**src/rtl/apb_pkg.sv**
```systemverilog
// Shared APB/UART definitions: master FSM states and UART register map.
package apb_pkg;

    typedef enum logic [1:0] {
        ST_IDLE   = 2'd0,
        ST_SETUP  = 2'd1,
        ST_ACCESS = 2'd2,
        ST_RESP   = 2'd3
    } apb_state_e;

    localparam int unsigned UART_ADDR_W = 4;

    localparam logic [UART_ADDR_W-1:0] ADDR_TX          = 4'h0;
    localparam logic [UART_ADDR_W-1:0] ADDR_RX          = 4'h1;
    localparam logic [UART_ADDR_W-1:0] ADDR_BAUD        = 4'h2;
    localparam logic [UART_ADDR_W-1:0] ADDR_CONF        = 4'h3;
    localparam logic [UART_ADDR_W-1:0] ADDR_RXTRIG      = 4'h4;
    localparam logic [UART_ADDR_W-1:0] ADDR_TXTRIG      = 4'h5;
    localparam logic [UART_ADDR_W-1:0] ADDR_DELAY       = 4'h6;
    localparam logic [UART_ADDR_W-1:0] ADDR_STATUS      = 4'h7;
    localparam logic [UART_ADDR_W-1:0] ADDR_RXFIFO_STAT = 4'h8;
    localparam logic [UART_ADDR_W-1:0] ADDR_TXFIFO_STAT = 4'h9;

endpackage

```
**src/rtl/apb_master_own.sv**
```systemverilog
// APB initiator: one SETUP+ACCESS transfer per accepted command, response on a valid/ready port.
module apb_master_own
    import apb_pkg::*;
#(
    parameter int unsigned ADDR_W  = 4,
    parameter int unsigned DATA_W  = 32,
    parameter int unsigned TIMEOUT = 16
) (
    input  logic              clk,
    input  logic              rstn,
    input  logic              cmd_valid_i,
    output logic              cmd_ready_o,
    input  logic              cmd_write_i,
    input  logic [ADDR_W-1:0] cmd_addr_i,
    input  logic [DATA_W-1:0] cmd_wdata_i,
    output logic              rsp_valid_o,
    input  logic              rsp_ready_i,
    output logic [DATA_W-1:0] rsp_rdata_o,
    output logic              rsp_err_o,
    output logic              psel_o,
    output logic              penable_o,
    output logic              pwrite_o,
    output logic [ADDR_W-1:0] paddr_o,
    output logic [DATA_W-1:0] pwdata_o,
    input  logic [DATA_W-1:0] prdata_i,
    input  logic              pready_i,
    output logic              busy_o
);

    localparam int unsigned CNT_W = (TIMEOUT > 1) ? $clog2(TIMEOUT) : 1;

    apb_state_e         state;
    apb_state_e         state_nxt;
    logic [CNT_W-1:0]   cnt;
    logic [CNT_W-1:0]   cnt_nxt;
    logic               timeout_hit_c;

    logic               cmd_ready_nxt;
    logic               rsp_valid_nxt;
    logic [DATA_W-1:0]  rsp_rdata_nxt;
    logic               rsp_err_nxt;
    logic               psel_nxt;
    logic               penable_nxt;
    logic               pwrite_nxt;
    logic [ADDR_W-1:0]  paddr_nxt;
    logic [DATA_W-1:0]  pwdata_nxt;
    logic               busy_nxt;

    // Last permitted ACCESS cycle reached without pready (disabled when TIMEOUT is 0)
    assign timeout_hit_c = (TIMEOUT != 0) && (cnt == CNT_W'(TIMEOUT - 1));

    // State register
    always_ff @(posedge clk or negedge rstn) begin
        if (!rstn) begin
            state <= ST_IDLE;
        end else begin
            state <= state_nxt;
        end
    end

    // Next-state logic
    always_comb begin
        state_nxt = state;
        case (state)
            ST_IDLE:   if (cmd_valid_i) state_nxt = ST_SETUP;
            ST_SETUP:  state_nxt = ST_ACCESS;
            ST_ACCESS: if (pready_i || timeout_hit_c) state_nxt = ST_RESP;
            ST_RESP:   if (rsp_ready_i) state_nxt = ST_IDLE;
            default:   state_nxt = ST_IDLE;
        endcase
    end

    // Next values for the registered outputs and the wait counter
    always_comb begin
        cmd_ready_nxt = (state_nxt == ST_IDLE);
        busy_nxt      = (state_nxt != ST_IDLE);
        rsp_valid_nxt = rsp_valid_o;
        rsp_rdata_nxt = rsp_rdata_o;
        rsp_err_nxt   = rsp_err_o;
        psel_nxt      = psel_o;
        penable_nxt   = penable_o;
        pwrite_nxt    = pwrite_o;
        paddr_nxt     = paddr_o;
        pwdata_nxt    = pwdata_o;
        cnt_nxt       = cnt;
        case (state)
            ST_IDLE: begin
                if (cmd_valid_i) begin
                    paddr_nxt   = cmd_addr_i;
                    pwdata_nxt  = cmd_wdata_i;
                    pwrite_nxt  = cmd_write_i;
                    psel_nxt    = 1'b1;
                    penable_nxt = 1'b0;
                end
            end
            ST_SETUP: begin
                penable_nxt = 1'b1;
                cnt_nxt     = '0;
            end
            ST_ACCESS: begin
                if (pready_i) begin
                    rsp_rdata_nxt = pwrite_o ? '0 : prdata_i;
                    rsp_err_nxt   = 1'b0;
                    psel_nxt      = 1'b0;
                    penable_nxt   = 1'b0;
                    rsp_valid_nxt = 1'b1;
                end else if (timeout_hit_c) begin
                    rsp_rdata_nxt = '0;
                    rsp_err_nxt   = 1'b1;
                    psel_nxt      = 1'b0;
                    penable_nxt   = 1'b0;
                    rsp_valid_nxt = 1'b1;
                end else if (cnt != '1) begin
                    cnt_nxt = cnt + CNT_W'(1);
                end
            end
            ST_RESP: begin
                if (rsp_ready_i) rsp_valid_nxt = 1'b0;
            end
            default: ;
        endcase
    end

    // Output and counter registers
    always_ff @(posedge clk or negedge rstn) begin
        if (!rstn) begin
            cmd_ready_o <= 1'b1;
            busy_o      <= 1'b0;
            rsp_valid_o <= 1'b0;
            rsp_rdata_o <= '0;
            rsp_err_o   <= 1'b0;
            psel_o      <= 1'b0;
            penable_o   <= 1'b0;
            pwrite_o    <= 1'b0;
            paddr_o     <= '0;
            pwdata_o    <= '0;
            cnt         <= '0;
        end else begin
            cmd_ready_o <= cmd_ready_nxt;
            busy_o      <= busy_nxt;
            rsp_valid_o <= rsp_valid_nxt;
            rsp_rdata_o <= rsp_rdata_nxt;
            rsp_err_o   <= rsp_err_nxt;
            psel_o      <= psel_nxt;
            penable_o   <= penable_nxt;
            pwrite_o    <= pwrite_nxt;
            paddr_o     <= paddr_nxt;
            pwdata_o    <= pwdata_nxt;
            cnt         <= cnt_nxt;
        end
    end

endmodule

```
**config.mk**
```make
export PLATFORM = sky130hd
export DESIGN_NAME = apb_master_own
export DESIGN_NICKNAME = d
export VERILOG_FILES = /design/src/rtl/apb_pkg.sv /design/src/rtl/apb_master_own.sv
export SDC_FILE = /design/constraint.sdc
export NUM_CORES = 1
export LEC_CHECK = 0
export ABC_AREA = 1
export CORE_MARGIN = 1.5
export CORE_UTILIZATION = 38
export DETAILED_ROUTE_END_ITERATION = 8
export GPL_TIMING_DRIVEN = 0
export PLACE_DENSITY = 0.76
export SYNTH_ARGS = -nofsm -noshare
export SYNTH_HDL_FRONTEND = slang
export SYNTH_SLANG_ARGS = --single-unit
```
**constraint.sdc**
```tcl
create_clock -name clk -period 1.2 [get_ports clk]
set_input_delay 0.24 -clock clk [delete_from_list [all_inputs] [get_ports clk]]
set_output_delay 0.24 -clock clk [all_outputs]
set_load 0.01 [all_outputs]
```
==> reports/metrics.yaml <==
status: "finished, violations left"
violations: "setup timing"
syn2layout_area_growth_pct: 74.9
r2r-end: "busy_o$_DFF_PN0_"
n_antenna_cell: 0
crit_fanout: 7
post-dp-hpwl_mm: 6.88
first_global_vias: 3273
final.fill_count: 697
synthDistinctLibCells: 20
viasPerCell: 4.83
synthesis.nets: 467
antenna_found_initial: 0
nets: 669
power_density_nw_per_um2: 2410
initial_core_util_pct: 39.1
die_w_um: 97.4
crit_chain: "ha_4 -> buf_8 -> buf_4 -> o21ai_1 -> nand2_2 -> inv_2 -> nand2_1"
clock_latency_ns: 0.34
die_h_um: 97.4
cap_violations: 0
ys_ff_latch: 81
rsz0062_at_grt: "true"
ff2ff_path_depth: 7
grt_max_degree: 42
power_mw: 14.3
seqCellArea_um2: 2030
slowest_delay_ns: 0.45
cts-root-buf: "clkbuf_8"
max_slew_margin_pct: 74.6
rows: 34
vias: 3394
worst_slew_pin_slew_ns: 0.382
htree_num_levels: 3
cts.clk_slew.worst_paths_ns: 0.09
gp_congestion: 0.878
grt_overflow: 0
multi_input_area_um2: 1650
slew_violations: 0
io_pins: 149
final_common_cell: "nand2_1"
yosysWarnings: 0
hold_class: "input pin to asynchronous set/reset pin"
syn-cell-area_um2: 3390
drc: 0
clock_path_buffers: 2
drt_first_pass_iters: 4
ir_drop_uv: 1510
placed_cell_area_um2: 5120
layout_min_cycle_time_ns: 1.42
numCtsBuffers: 9
numPortBuffers: 148
coreArea_um2: 8680
most-common-layout-cells: "131 x nand2_1, 80 x dfrtp_1, 77 x buf_2, 72 x clkdlybuf4s50_1, 57 x nand2_2"
critPathKind: "flip-flop to flip-flop"
worstReg2RegStart: "state[1]$_DFF_PN0_"
finalInstanceArea_um2: 5930
grt_pass1_wl_mm: 15.7
routed_wl_mm: 10.9
ys_seq_area_share_pct: 59.8
critPathLaunchType: "flip-flop"
ant_nets: 0
arrival_ns: 1.66
cp-end-kind: "flip-flop"
leakagePower_nw: 3.04
hold_violations: 0
setup_viol: 82
initialDrtViolationCount: 129
grt_use_total_pct: 20.6
wire_per_inst_um: 15.5
fin_skew_ns: 0.0127
drive_gt1_share_pct: 46.7
cts_tree: "done"
setup_ws_ns: -0.219
worst_path_max_delay_cell: "dfrtp_1"
clock.fmax_mhz: 705
die_area_um2: 9500
final_core_util_pct: 68.3
crit_required_ns: 1.44
clock_sinks: 81
postSynthAreaPerCell_um2: 8.74
fin_crit_sh_pct: 118
synthCells: 388
r2r_slack_ns: -0.22
## synthesized netlist by cell type, drive strengths merged
cell,n,area [µm²]
a21oi,1,5.00
buf,14,100
clkbuf,5,18.8
dfrtp,80,2000
dfstp,1,26.3
ha,5,62.6
inv,13,48.8
nand2,215,812
nand3,4,20.0
nand4,3,18.8
nor2,11,43.8
o21a,1,7.51
o21ai,34,215
xnor2,1,8.76
## layout make-up
cell class	instances	share of cell area [%]
Timing Repair Buffer	191	27.2
Clock buffer	9	2.09
Inverter	13	0.907
Clock inverter	7	0.992
Buffer	19	4.49
Sequential cell	81	34.2
Tap cell	108	2.28
Multi-Input combinational cell	275	27.9
## routing by layer
| metal | share of wire [%] | global-route usage [%] | wire [µm] |
|---|---|---|---|
| met1 | 40 | 25.1 | 4350 |
| met2 | 52 | 36.8 | 5670 |
| met3 | 5.5 | 3.67 | 603 |
| met4 | 2.5 | 6.37 | 270 |
| met5 | 0 | 0 | 0 |
## worst max-delay path by stage
stage                       start                           to  cells past startpoint
6_report       state[1]$_DFF_PN0_             busy_o$_DFF_PN0_                      7
2_1_floorplan  cnt[0]$_DFFE_PN0P_  rsp_rdata_o[15]$_DFFE_PN0P_                      8
3_5_place_dp             pready_i  rsp_rdata_o[21]$_DFFE_PN0P_                      6
5_1_grt        state[0]$_DFF_PN0_     pwdata_o[10]$_DFFE_PN0P_                      9
4_1_cts        state[0]$_DFF_PN0_  rsp_rdata_o[10]$_DFFE_PN0P_                      8
3_3_place_gp                 rstn      pwdata_o[2]$_DFFE_PN0P_                      1
## report_power, final
part	switching, mW	internal [mW]	total [mW]
Clock	1.08	0.789	1.87
Combinational	3.96	3.72	7.68
Sequential	0.762	3.95	4.71
Total	5.81	8.46	14.3
## per-stage QoR
step	setup slack, ns	TNS (ns)	hold slack, ns	cells
2_1_floorplan	-0.0921	-3.35	-0.0556	388
3_3_place_gp	-2.94	-262.15	0.462	644
3_5_place_dp	-0.558	-25.12	0.248	645
4_1_cts	-0.169	-10.38	0.411	693
5_1_grt	-0.279	-18.44	0.391	703
6_report	-0.219	-13.86	0.360	703
## repair_timing
action,CTS,global route
endpoints found under the setup margin,155,87
buffers inserted,29,3
gates cloned,2,7
endpoints found under the hold margin,40,0
pin swaps,4,19
gates resized for setup,331,135
hold buffers,1,0
## critical path, delay by kind of cell (launching register included)
family	cells	cell delay, ns
and+or+nand+nor	2	0.17
buffers and inverters	3	0.32
DFF	1	0.45
AOI/OAI and AO/OA	1	0.19
adders and majority gates	1	0.19
## cell families after synthesis
logic type,Yosys count,share of synthesized area [%]
AND/OR/NAND/NOR,233,26.4
flip-flops,81,59.8
AO/OA/AOI/OAI,36,6.72
buffers and inverters,32,4.95
adder cells (fa/ha/maj),5,1.85
XOR/XNOR,1,0.258
## state kept, by name (all words and copies together) (netlist names)
name,count
pwdata_o,32
rsp_rdata_o,32
cnt,4
paddr_o,4
state,2
busy_o,1
cmd_ready_o,1
penable_o,1
psel_o,1
pwrite_o,1
rsp_err_o,1
rsp_valid_o,1
Power figures use the tool's default switching activity.
